==> src/rtl/bram_pkg.sv <==
// Shared definitions for the dual-port BRAM self-test controller:
// FSM state encoding and error-count width/saturation value.
package bram_pkg;

    typedef enum logic [2:0] {
        S_IDLE  = 3'd0,
        S_WR_P  = 3'd1,
        S_RD_P  = 3'd2,
        S_WR_N  = 3'd3,
        S_RD_N  = 3'd4,
        S_FLUSH = 3'd5,
        S_DONE  = 3'd6
    } state_t;

    localparam int             ERR_W   = 16;
    localparam logic [ERR_W-1:0] ERR_SAT = 16'hFFFF;

    function automatic logic is_neg_phase(input state_t s);
        return (s == S_WR_N) || (s == S_RD_N);
    endfunction

endpackage

==> src/rtl/bram_selftest_pattern_gen.sv <==
// Combinational pattern source: P(a) = bg ^ a (zero-extended), N(a) = ~P(a).
module bist_pattern_gen
    import bram_pkg::*;
#(
    parameter int DATA_WIDTH = 16,
    parameter int ADDR_WIDTH = 10
) (
    input  logic [ADDR_WIDTH-1:0] addr,
    input  logic                  inv,
    input  logic [DATA_WIDTH-1:0] bg,
    output logic [DATA_WIDTH-1:0] word
);

    logic [DATA_WIDTH-1:0] pat;

    assign pat  = bg ^ DATA_WIDTH'(addr);
    assign word = inv ? ~pat : pat;

endmodule

==> src/rtl/bram_selftest.sv <==
// Dual-port BRAM BIST: write P, read/compare, write N, read/compare, with
// port A sweeping the lower half and port B the upper half concurrently.
//
// state   | meaning
// IDLE    | waiting for start; results held
// WR_P    | both ports write true pattern
// RD_P    | both ports read, compare against true pattern
// WR_N    | both ports write inverted pattern
// RD_N    | both ports read, compare against inverted pattern
// FLUSH   | last RD_N compare lands here
// DONE    | one-cycle done pulse
module bram_selftest
    import bram_pkg::*;
#(
    parameter int          DATA_WIDTH = 16,
    parameter int          ADDR_WIDTH = 10,
    parameter logic [15:0] BG         = 16'hA5A5
) (
    input  logic                  clk,
    input  logic                  reset,
    input  logic                  start,
    input  logic                  abort,
    input  logic [DATA_WIDTH-1:0] q_a,
    input  logic [DATA_WIDTH-1:0] q_b,
    output logic [DATA_WIDTH-1:0] data_a,
    output logic [DATA_WIDTH-1:0] data_b,
    output logic [ADDR_WIDTH-1:0] addr_a,
    output logic [ADDR_WIDTH-1:0] addr_b,
    output logic                  we_a,
    output logic                  we_b,
    output logic                  busy,
    output logic                  done,
    output logic                  pass,
    output logic [ADDR_WIDTH-1:0] err_addr,
    output logic [ERR_W-1:0]      err_count
);

    localparam int                    IW       = ADDR_WIDTH - 1;
    localparam logic [IW-1:0]         IDX_LAST = '1;
    localparam logic [DATA_WIDTH-1:0] BG_W     = DATA_WIDTH'(BG);

    state_t                state, nxt_state;
    logic [IW-1:0]         idx, nxt_idx;
    logic                  nxt_wr, nxt_rd, nxt_inv, abort_hit;
    logic [ADDR_WIDTH-1:0] nxt_addr_a, nxt_addr_b;
    logic [DATA_WIDTH-1:0] pat_a, pat_b;

    logic                  vld1, vld2;
    logic [DATA_WIDTH-1:0] exp1_a, exp1_b, exp2_a, exp2_b;
    logic [ADDR_WIDTH-1:0] addr2_a, addr2_b;
    logic                  fail_a, fail_b;
    logic [ERR_W:0]        err_sum;

    assign abort_hit = abort && (state != S_IDLE);

    always_comb begin
        nxt_state = state;
        nxt_idx   = '0;
        case (state)
            S_IDLE:  if (start) nxt_state = S_WR_P;
            S_WR_P, S_RD_P, S_WR_N, S_RD_N: begin
                if (idx == IDX_LAST) begin
                    case (state)
                        S_WR_P:  nxt_state = S_RD_P;
                        S_RD_P:  nxt_state = S_WR_N;
                        S_WR_N:  nxt_state = S_RD_N;
                        default: nxt_state = S_FLUSH;
                    endcase
                end else begin
                    nxt_idx = idx + 1'b1;
                end
            end
            S_FLUSH: nxt_state = S_DONE;
            default: nxt_state = S_IDLE;
        endcase
        if (abort_hit) begin
            nxt_state = S_IDLE;
            nxt_idx   = '0;
        end
    end

    assign nxt_wr     = (nxt_state == S_WR_P) || (nxt_state == S_WR_N);
    assign nxt_rd     = (nxt_state == S_RD_P) || (nxt_state == S_RD_N);
    assign nxt_inv    = is_neg_phase(nxt_state);
    assign nxt_addr_a = {1'b0, nxt_idx};
    assign nxt_addr_b = {1'b1, nxt_idx};

    // One generator per port supplies both write data and expected read data.
    bist_pattern_gen #(.DATA_WIDTH(DATA_WIDTH), .ADDR_WIDTH(ADDR_WIDTH)) u_pat_a (
        .addr (nxt_addr_a),
        .inv  (nxt_inv),
        .bg   (BG_W),
        .word (pat_a)
    );

    bist_pattern_gen #(.DATA_WIDTH(DATA_WIDTH), .ADDR_WIDTH(ADDR_WIDTH)) u_pat_b (
        .addr (nxt_addr_b),
        .inv  (nxt_inv),
        .bg   (BG_W),
        .word (pat_b)
    );

    // Stage 2 lines up with RAM read data one cycle after the address.
    assign fail_a  = vld2 && (q_a != exp2_a);
    assign fail_b  = vld2 && (q_b != exp2_b);
    assign err_sum = {1'b0, err_count} + (ERR_W+1)'(fail_a) + (ERR_W+1)'(fail_b);

    always_ff @(posedge clk or negedge reset) begin
        if (!reset) begin
            state     <= S_IDLE;
            idx       <= '0;
            data_a    <= '0;
            data_b    <= '0;
            addr_a    <= '0;
            addr_b    <= '0;
            we_a      <= 1'b0;
            we_b      <= 1'b0;
            busy      <= 1'b0;
            done      <= 1'b0;
            pass      <= 1'b0;
            err_addr  <= '0;
            err_count <= '0;
            vld1      <= 1'b0;
            vld2      <= 1'b0;
            exp1_a    <= '0;
            exp1_b    <= '0;
            exp2_a    <= '0;
            exp2_b    <= '0;
            addr2_a   <= '0;
            addr2_b   <= '0;
        end else begin
            state   <= nxt_state;
            idx     <= nxt_idx;
            we_a    <= nxt_wr;
            we_b    <= nxt_wr;
            data_a  <= nxt_wr ? pat_a : '0;
            data_b  <= nxt_wr ? pat_b : '0;
            addr_a  <= (nxt_wr || nxt_rd) ? nxt_addr_a : '0;
            addr_b  <= (nxt_wr || nxt_rd) ? nxt_addr_b : '0;
            busy    <= (nxt_state != S_IDLE) && (nxt_state != S_DONE);
            done    <= (nxt_state == S_DONE);

            vld1    <= nxt_rd;
            exp1_a  <= pat_a;
            exp1_b  <= pat_b;
            vld2    <= vld1;
            exp2_a  <= exp1_a;
            exp2_b  <= exp1_b;
            addr2_a <= addr_a;
            addr2_b <= addr_b;

            if (abort_hit) begin
                vld1 <= 1'b0;
                vld2 <= 1'b0;
                pass <= 1'b0;
            end else if ((state == S_IDLE) && start) begin
                pass      <= 1'b1;
                err_addr  <= '0;
                err_count <= '0;
            end else if (fail_a || fail_b) begin
                pass      <= 1'b0;
                err_count <= err_sum[ERR_W] ? ERR_SAT : err_sum[ERR_W-1:0];
                // A saturating count never returns to zero, so zero means no mismatch yet.
                if (err_count == '0)
                    err_addr <= fail_a ? addr2_a : addr2_b;
            end
        end
    end

endmodule

==> config.mk <==
export PLATFORM = sky130hd
export DESIGN_NAME = bram_selftest
export DESIGN_NICKNAME = d
export VERILOG_FILES = /design/src/rtl/bram_pkg.sv /design/src/rtl/bram_selftest_pattern_gen.sv /design/src/rtl/bram_selftest.sv
export SDC_FILE = /design/constraint.sdc
export NUM_CORES = 1
export LEC_CHECK = 0
export BUFFER_PORTS_ARGS = -buffer_cell sky130_fd_sc_hd__buf_2
export CAP_MARGIN = 20
export CORE_UTILIZATION = 30
export CTS_CLUSTER_DIAMETER = 60
export CTS_CLUSTER_SIZE = 25
export DETAILED_ROUTE_END_ITERATION = 8
export PLACE_DENSITY = 0.65
export RECOVER_POWER = 100
export SYNTH_ARGS = -nofsm -noshare
export SYNTH_HDL_FRONTEND = slang
export SYNTH_SLANG_ARGS = --single-unit
==> constraint.sdc <==
create_clock -name clk -period 3.3 [get_ports clk]
set_clock_uncertainty 0.2 [all_clocks]
set_input_delay 0.33 -clock clk [delete_from_list [all_inputs] [get_ports clk]]
set_output_delay 0.33 -clock clk [all_outputs]
set_load 0.01 [all_outputs]
==> results of run 1 <==
==> cell usage in the layout, fill, tap and decap left out, types with 4 or more instances in the layout <==
| master | Yosys | routed |
|---|---|---|
| nor2_1 | 33 | 34 |
| clkbuf_16 | 0 | 9 |
| a211oi_1 | 6 | 6 |
| and3_1 | 11 | 11 |
| nand2b_1 | 7 | 6 |
| nand2_1 | 12 | 12 |
| buf_2 | 6 | 34 |
| buf_4 | 32 | 9 |
| and4_1 | 7 | 7 |
| inv_1 | 9 | 9 |
| xor2_1 | 7 | 7 |
| nor4_1 | 8 | 9 |
| a31oi_1 | 8 | 8 |
| nor2b_1 | 11 | 11 |
| a311oi_1 | 9 | 7 |
| a21oi_1 | 14 | 14 |
| clkbuf_1 | 8 | 88 |
| nor3_1 | 9 | 8 |
| nand3_1 | 8 | 7 |
| nand4_1 | 4 | 4 |
| dfrtp_1 | 97 | 97 |
| xnor2_1 | 27 | 27 |
| mux2i_1 | 11 | 11 |
==> where the power goes <==
group	internal, mW	switching (mW)	total [mW]
clock	0.610	0.442	1.05
sequential	1.22	0.0276	1.25
combinational	0.0726	0.138	0.210
total	1.91	0.608	2.51
==> worst reg2reg max path: stages, from the launching register on <==
cell,delay [ns]
dfrtp_1,0.43
and4_1,0.19
mux2i_1,0.17
buf_4,0.14
nor4_1,0.05
nand2b_4,0.15
fa_1,0.38
inv_1,0.11
ha_2,0.20
nand3_2,0.13
nor4_4,0.23
nand2_2,0.15
and2_4,0.22
a311oi_2,0.26
==> worst min path at each step <==
stage,cells after the start,slack [ns],startpoint,end
detailed placement,0,0.14,exp1_b[4],exp2_b[4]
CTS,2,0.06,abort,data_b[14]
floorplan,0,-0.17,reset,addr2_b[0]
global route,2,0.09,abort,data_b[14]
finish,2,0.07,abort,data_b[14]
global placement,0,0.13,exp1_b[4],exp2_b[4]
==> cell usage after synthesis, drive strengths merged (8+ instances only) <==
| cell | n |
|---|---|
| a21oi | 15 |
| a311oi | 9 |
| a31oi | 8 |
| and3 | 11 |
| buf | 39 |
| clkbuf | 8 |
| dfrtp | 97 |
| inv | 9 |
| mux2i | 11 |
| nand2 | 13 |
| nand3 | 9 |
| nor2 | 35 |
| nor2b | 11 |
| nor3 | 9 |
| nor4 | 11 |
| xnor2 | 27 |
==> sequential cells by signal (all words and copies together) (netlist names) <==
signal,flops
err_addr,10
err_count,16
vld1,1
addr2_b,10
exp1_b,11
idx,9
busy,1
pass,1
done,1
we_b,1
addr_b,10
data_b,11
exp2_b,11
state,3
vld2,1
==> final cells by class <==
| cell class | instances | area share |
|---|---|---|
| sequential | 97 | 0.4719 |
| tap | 180 | 0.04378 |
| timing repair buffer | 132 | 0.1158 |
| clock buffer | 12 | 0.04792 |
| clock inverter | 4 | 0.01022 |
| inverter | 9 | 0.006568 |
| multi-input combinational | 225 | 0.3038 |
==> logic make-up (layout without fill, tap and decap cells) <==
kind of cell,after synthesis,after routing,synth area share
xor+xnor,34,34,0.06917
other cells,1,1,0.0008710
flops,97,97,0.5638
buf+inv,56,157,0.08021
simple gates,124,125,0.1654
compound gates,50,50,0.08166
mux,11,11,0.02557
fa+ha+maj,4,4,0.01337
==> timing repair <==
action | in CTS | in global routing
cloned | 1 | 0
endpoints found under the hold margin | 48 | 0
endpoints found under the setup margin | 3 | 24
resized for setup | 1 | 7
pin swaps | 1 | 3
hold buffers | 1 | 0
buffers inserted | 1 | 0
==> stage by stage <==
| step | utilization | setup WS [ns] | TNS, ns |
|---|---|---|---|
| after floorplan | - | 0.05438 | 0 |
| after global placement | 0.3536 | 0.1001 | 0 |
| after detailed placement | 0.3536 | -0.02193 | -0.03947 |
| after CTS | 0.3772 | 0.006829 | 0 |
| after global routing | 0.3691 | -0.003248 | -0.003248 |
| final | 0.3691 | 0.1764 | 0 |
==> metal layers <==
layer,global-route usage,share of wire
met1,0.1985,0.45
met2,0.2341,0.48
met3,0.02809,0.052
met4,0.07022,0.020
met5,0,0
==> flow_summary_export.csv, run 1 <==
group,metric,value,unit
sta,relSlewSlack,0.1447,
power,power_density,488.8,mW/mm²
setup_path,reg2reg_to,"err_count[2]",
detailed_routing,drt-pass1-iter-count,4,
setup_path,crit_arrival,3.18,ns
cells_and_area,seq_area,0.002427,mm²
die,dieArea,0.01483,mm²
die,coreArea,0.01393,mm²
sta,tightest_slew,1.283,ns
setup_path,path_cells,"and4_1 -> mux2i_1 -> buf_4 -> nor4_1 -> nand2b_4 -> fa_1 -> inv_1 -> ha_2 -> nand3_2 -> nor4_4 -> nand2_2 -> and2_4 -> a311oi_2",
placement,dpl.hpwl,7404,µm
die,io_pins,119,
placement,dp_cells,640,
sta,drv_slew,0,
power,power,2.514,mW
power,p_leak,2.261,nW
synth,syn_area_per_cell,11.42,µm²
die,rows,43,
die,start_util,0.3090,
setup_path,regToRegStartpoint,"exp2_b[14]",
setup_path,crit_path_end,"err_count[2]",
synth,synth_area,0.004305,mm²
global_route,grt_pass1_wl,16370,µm
sta,min_period_over_period,0.9466,
cells_and_area,stdcell_area,0.005144,mm²
synth,synth.area.top_cells,"dfrtp_1, buf_4, xnor2_1, nor2_1, mux2i_1",
cells_and_area,multi_input_area,0.001563,mm²
sta,whs,0.07176,ns
setup_path,critPathKind,"register to register",
cts,cts_root_buf,"clkbuf_16",
cells_and_area,fillers,1455,
cells_and_area,final_cells,659,
global_route,overflow,0,
setup_path,path_depth,13,
placement,gp_congestion,0.8414,
sta,finalHoldViolations,0,
synth,ys_ff_latch,97,
global_route,grt_max_degree,50,
sta,final-setup-viol-count,0,
synth,synth_edf_count,0,
sta,period_needed,3.124,ns
synth,yosysWarnings,0,
worst_hold_path,min_path_type,"primary input to register",
placement,placed_area,0.004927,mm²
cells_and_area,syn2layout_area_growth,19.47,%
detailed_routing,drt_iter0_drc,208,
setup_path,start_kind,"register",
synth,syn_inst,377,
synth,synth.top_cell.area_share,0.5638,
synth,ys_types,47,
setup_path,critPathLaunch,"exp2_b[14]",
detailed_routing,antenna_left,0,
synth,synth_top_cell_by_area,"dfrtp_1",
setup_path,crit_family,"simple AND/OR/NAND/NOR gates",
setup_path,crit_slowest_cell,"dfrtp_1",
setup_path,critPathRequiredTime,3.36,ns
synth,async_flop_share,1.000,
setup_path,endpoint_kind,"register",
detailed_routing,via_per_inst,4.748,
cts,cts_sinks,97,
cts,clock_latency,0.35,ns
cells_and_area,layout-drive-gt1-share,0.1566,
detailed_routing,routedWlPerCell,15.77,µm
cts,cts_buffers,9,
cts,clk_pin_slew,0.07,ns
die,die_h,121.8,µm
synth,ys.flop_type,"dfrtp_1",
global_route,grt_usage,0.1492,
synth,syn_nets,417,
cts,ctsHtreeMaxLevel,3,
setup_path,crit_buf_inv,2,
power,irDropWorstVdd,0.2161,mV
global_route,antenna_found_initial,0,
setup_path,reg2reg_slack,0.18,ns
job,drv_cap,0,
global_route,grt_pass1_vias,3084,
detailed_routing,drc_errors,0,
setup_path,worstRegToRegCells,13,
detailed_routing,wl,10390,µm
die,die_w,121.8,µm
cts,clockBufferDepth,2,
cells_and_area,num_antenna_cells,0,
detailed_routing,vias,3129,
sta,fmax,0.3201,GHz
cells_and_area,fin_nets,514,
placement,numPortBuffers,117,
setup_path,path_max_fanout,6,
synth,seq_area_frac_synth,0.5638,
setup_path,max_stage_delay,0.43,ns
outcome,status,"completed",
cts,cts_tree,"yes",
Note: power is estimated with default switching activity, not from simulation.
==> run 2, diff against run 1 <==
--- a/config.mk
+++ b/config.mk
@@ -7,6 +7,7 @@
 export LEC_CHECK = 0
 export BUFFER_PORTS_ARGS = -buffer_cell sky130_fd_sc_hd__buf_2
 export CAP_MARGIN = 20
+export CORE_ASPECT_RATIO = 2
 export CORE_UTILIZATION = 30
 export CTS_CLUSTER_DIAMETER = 60
 export CTS_CLUSTER_SIZE = 25
==> run 2 against run 1 <==
Sequential share of layout area down 0.18 points. Global-route usage up 0.39 points. First-iteration DRC count down 20%. Sequential power about the same. Critical path depth unchanged. Power down 2.2%. Largest power group unchanged.
==> flow_summary_export.csv, run 2 (synthesis results as in run 1) <==
group,metric,value,unit
detailed_routing,routedWlPerCell,16.23,µm
worst_hold_path,min_to,"data_b[14]",
cts,cts_sinks,97,
cts,cts_tree,"yes",
cells_and_area,final_cells,669,
cells_and_area,fin_nets,516,
placement,numPortBuffers,117,
die,start_util,0.3083,
setup_path,max_stage_delay,0.44,ns
sta,fmax,0.3235,GHz
power,power_density,475.8,mW/mm²
setup_path,worstRegToRegCells,13,
sta,final-setup-viol-count,0,
setup_path,crit_arrival,3.13,ns
setup_path,reg2reg_to,"err_count[15]",
setup_path,reg2reg_slack,0.21,ns
cts,clock_latency,0.34,ns
cells_and_area,stdcell_area,0.005166,mm²
die,die_w,86.71,µm
die,die_h,171.4,µm
sta,min_period_over_period,0.9367,
global_route,overflow,0,
setup_path,cp_common_cell,"nor4_4",
global_route,grt_usage,0.1532,
global_route,antenna_found_initial,0,
setup_path,crit_family,"simple AND/OR/NAND/NOR gates",
setup_path,critPathKind,"register to register",
job,drv_cap,0,
cts,clockBufferDepth,2,
sta,whs,0.09033,ns
setup_path,endpoint_kind,"register",
cts,clk_pin_slew,0.07,ns
detailed_routing,via_per_inst,4.713,
worst_hold_path,min_path_type,"primary input to register",
detailed_routing,drt-pass1-iter-count,4,
global_route,grt_pass1_vias,3170,
sta,drv_slew,0,
setup_path,regToRegStartpoint,"exp2_b[13]",
setup_path,start_kind,"register",
cells_and_area,layout-drive-gt1-share,0.1625,
placement,placed_area,0.004949,mm²
global_route,grt_pass1_wl,16770,µm
worst_hold_path,min_path_cells,2,
cts,cts_setup_buffers,0,
sta,tightest_slew,0.7570,ns
power,power,2.458,mW
cells_and_area,syn2layout_area_growth,19.99,%
detailed_routing,drc_errors,0,
outcome,status,"completed",
cts,ctsHtreeMaxLevel,3,
power,irDropWorstVdd,0.2893,mV
power,p_leak,2.287,nW
cells_and_area,final_common_cell,"dfrtp_1",
die,rows,61,
detailed_routing,wl,10860,µm
cells_and_area,layout_common_cells,"dfrtp_1, clkbuf_1, nor2_1",
placement,dpl.hpwl,8081,µm
placement,gp_congestion,0.8673,
cells_and_area,seq_area,0.002429,mm²
cells_and_area,multi_input_area,0.001562,mm²
setup_path,path_cells,"and4_1 -> o211ai_1 -> buf_4 -> nor4_4 -> nand2b_1 -> fa_1 -> inv_1 -> ha_1 -> nand3_1 -> nor4_4 -> nand2_2 -> and2_4 -> a311oi_1",
cells_and_area,fillers,1400,
cells_and_area,fin_util,0.3699,
die,coreArea,0.01397,mm²
setup_path,critPathLaunch,"exp2_b[13]",
die,dieArea,0.01486,mm²
cts,cts_root_buf,"clkbuf_16",
global_route,grt_max_degree,84,
placement,dp_cells,652,
setup_path,path_max_fanout,7,
sta,relSlewSlack,0.4953,
sta,finalHoldViolations,0,
worst_hold_path,worstHoldStart,"abort",
cts,cts_buffers,9,
detailed_routing,antenna_left,0,
die,io_pins,119,
detailed_routing,vias,3153,
detailed_routing,drt_iter0_drc,167,
setup_path,critPathRequiredTime,3.34,ns
setup_path,crit_buf_inv,2,
cells_and_area,largest_reg_flops,16,
setup_path,crit_slowest_cell,"dfrtp_2",
cells_and_area,top_register,"err_count",
sta,period_needed,3.091,ns
cells_and_area,num_antenna_cells,0,
-- run 2: how the worst max path moves through the flow --
stage / slack (ns) / cells after the start / to
finish: 0.21 / 13 / err_count[15]
global route: -0.01 / 13 / err_count[11]
CTS: 0.05 / 13 / err_count[15]
detailed placement: 0.07 / 13 / err_count[15]
global placement: 0.12 / 14 / err_count[2]
floorplan: 0.05 / 13 / err_count[2]
-- run 2: final cells by class --
type,instances,area share
Sequential cell,97,0.4701
Multi-Input combinational cell,224,0.3023
Tap cell,189,0.04577
Clock buffer,9,0.04359
Timing Repair Buffer,135,0.1216
Inverter,9,0.006539
Clock inverter,6,0.01017
-- run 2: through the flow --
stage	setup TNS (ns)	worst slack, ns
after global routing	-0.01469	-0.01094
final	0	0.2089
after detailed placement	0	0.06587
after global placement	0	0.1162
after floorplan	0	0.05438
after CTS	0	0.04604
-- run 2: timing repair --
item	in CTS	in global routing
endpoints found under the setup margin	0	18
hold endpoints to repair	0	97
resized for setup	0	6
hold buffers	0	1
-- run 2: report_power, final --
group / total (mW) / leakage [nW] / internal (mW) / switching [mW]
Combinational: 0.210 / 0.884 / 0.0738 / 0.136
Clock: 0.995 / 0.136 / 0.520 / 0.474
Sequential: 1.25 / 1.27 / 1.22 / 0.0299
Total: 2.46 / 2.29 / 1.82 / 0.640
-- run 2: routing by layer --
metal | track usage | routed length, µm
met5 | 0 | 0
met4 | 0.08188 | 320
met3 | 0.03167 | 375
met1 | 0.1691 | 4249
met2 | 0.2712 | 5912
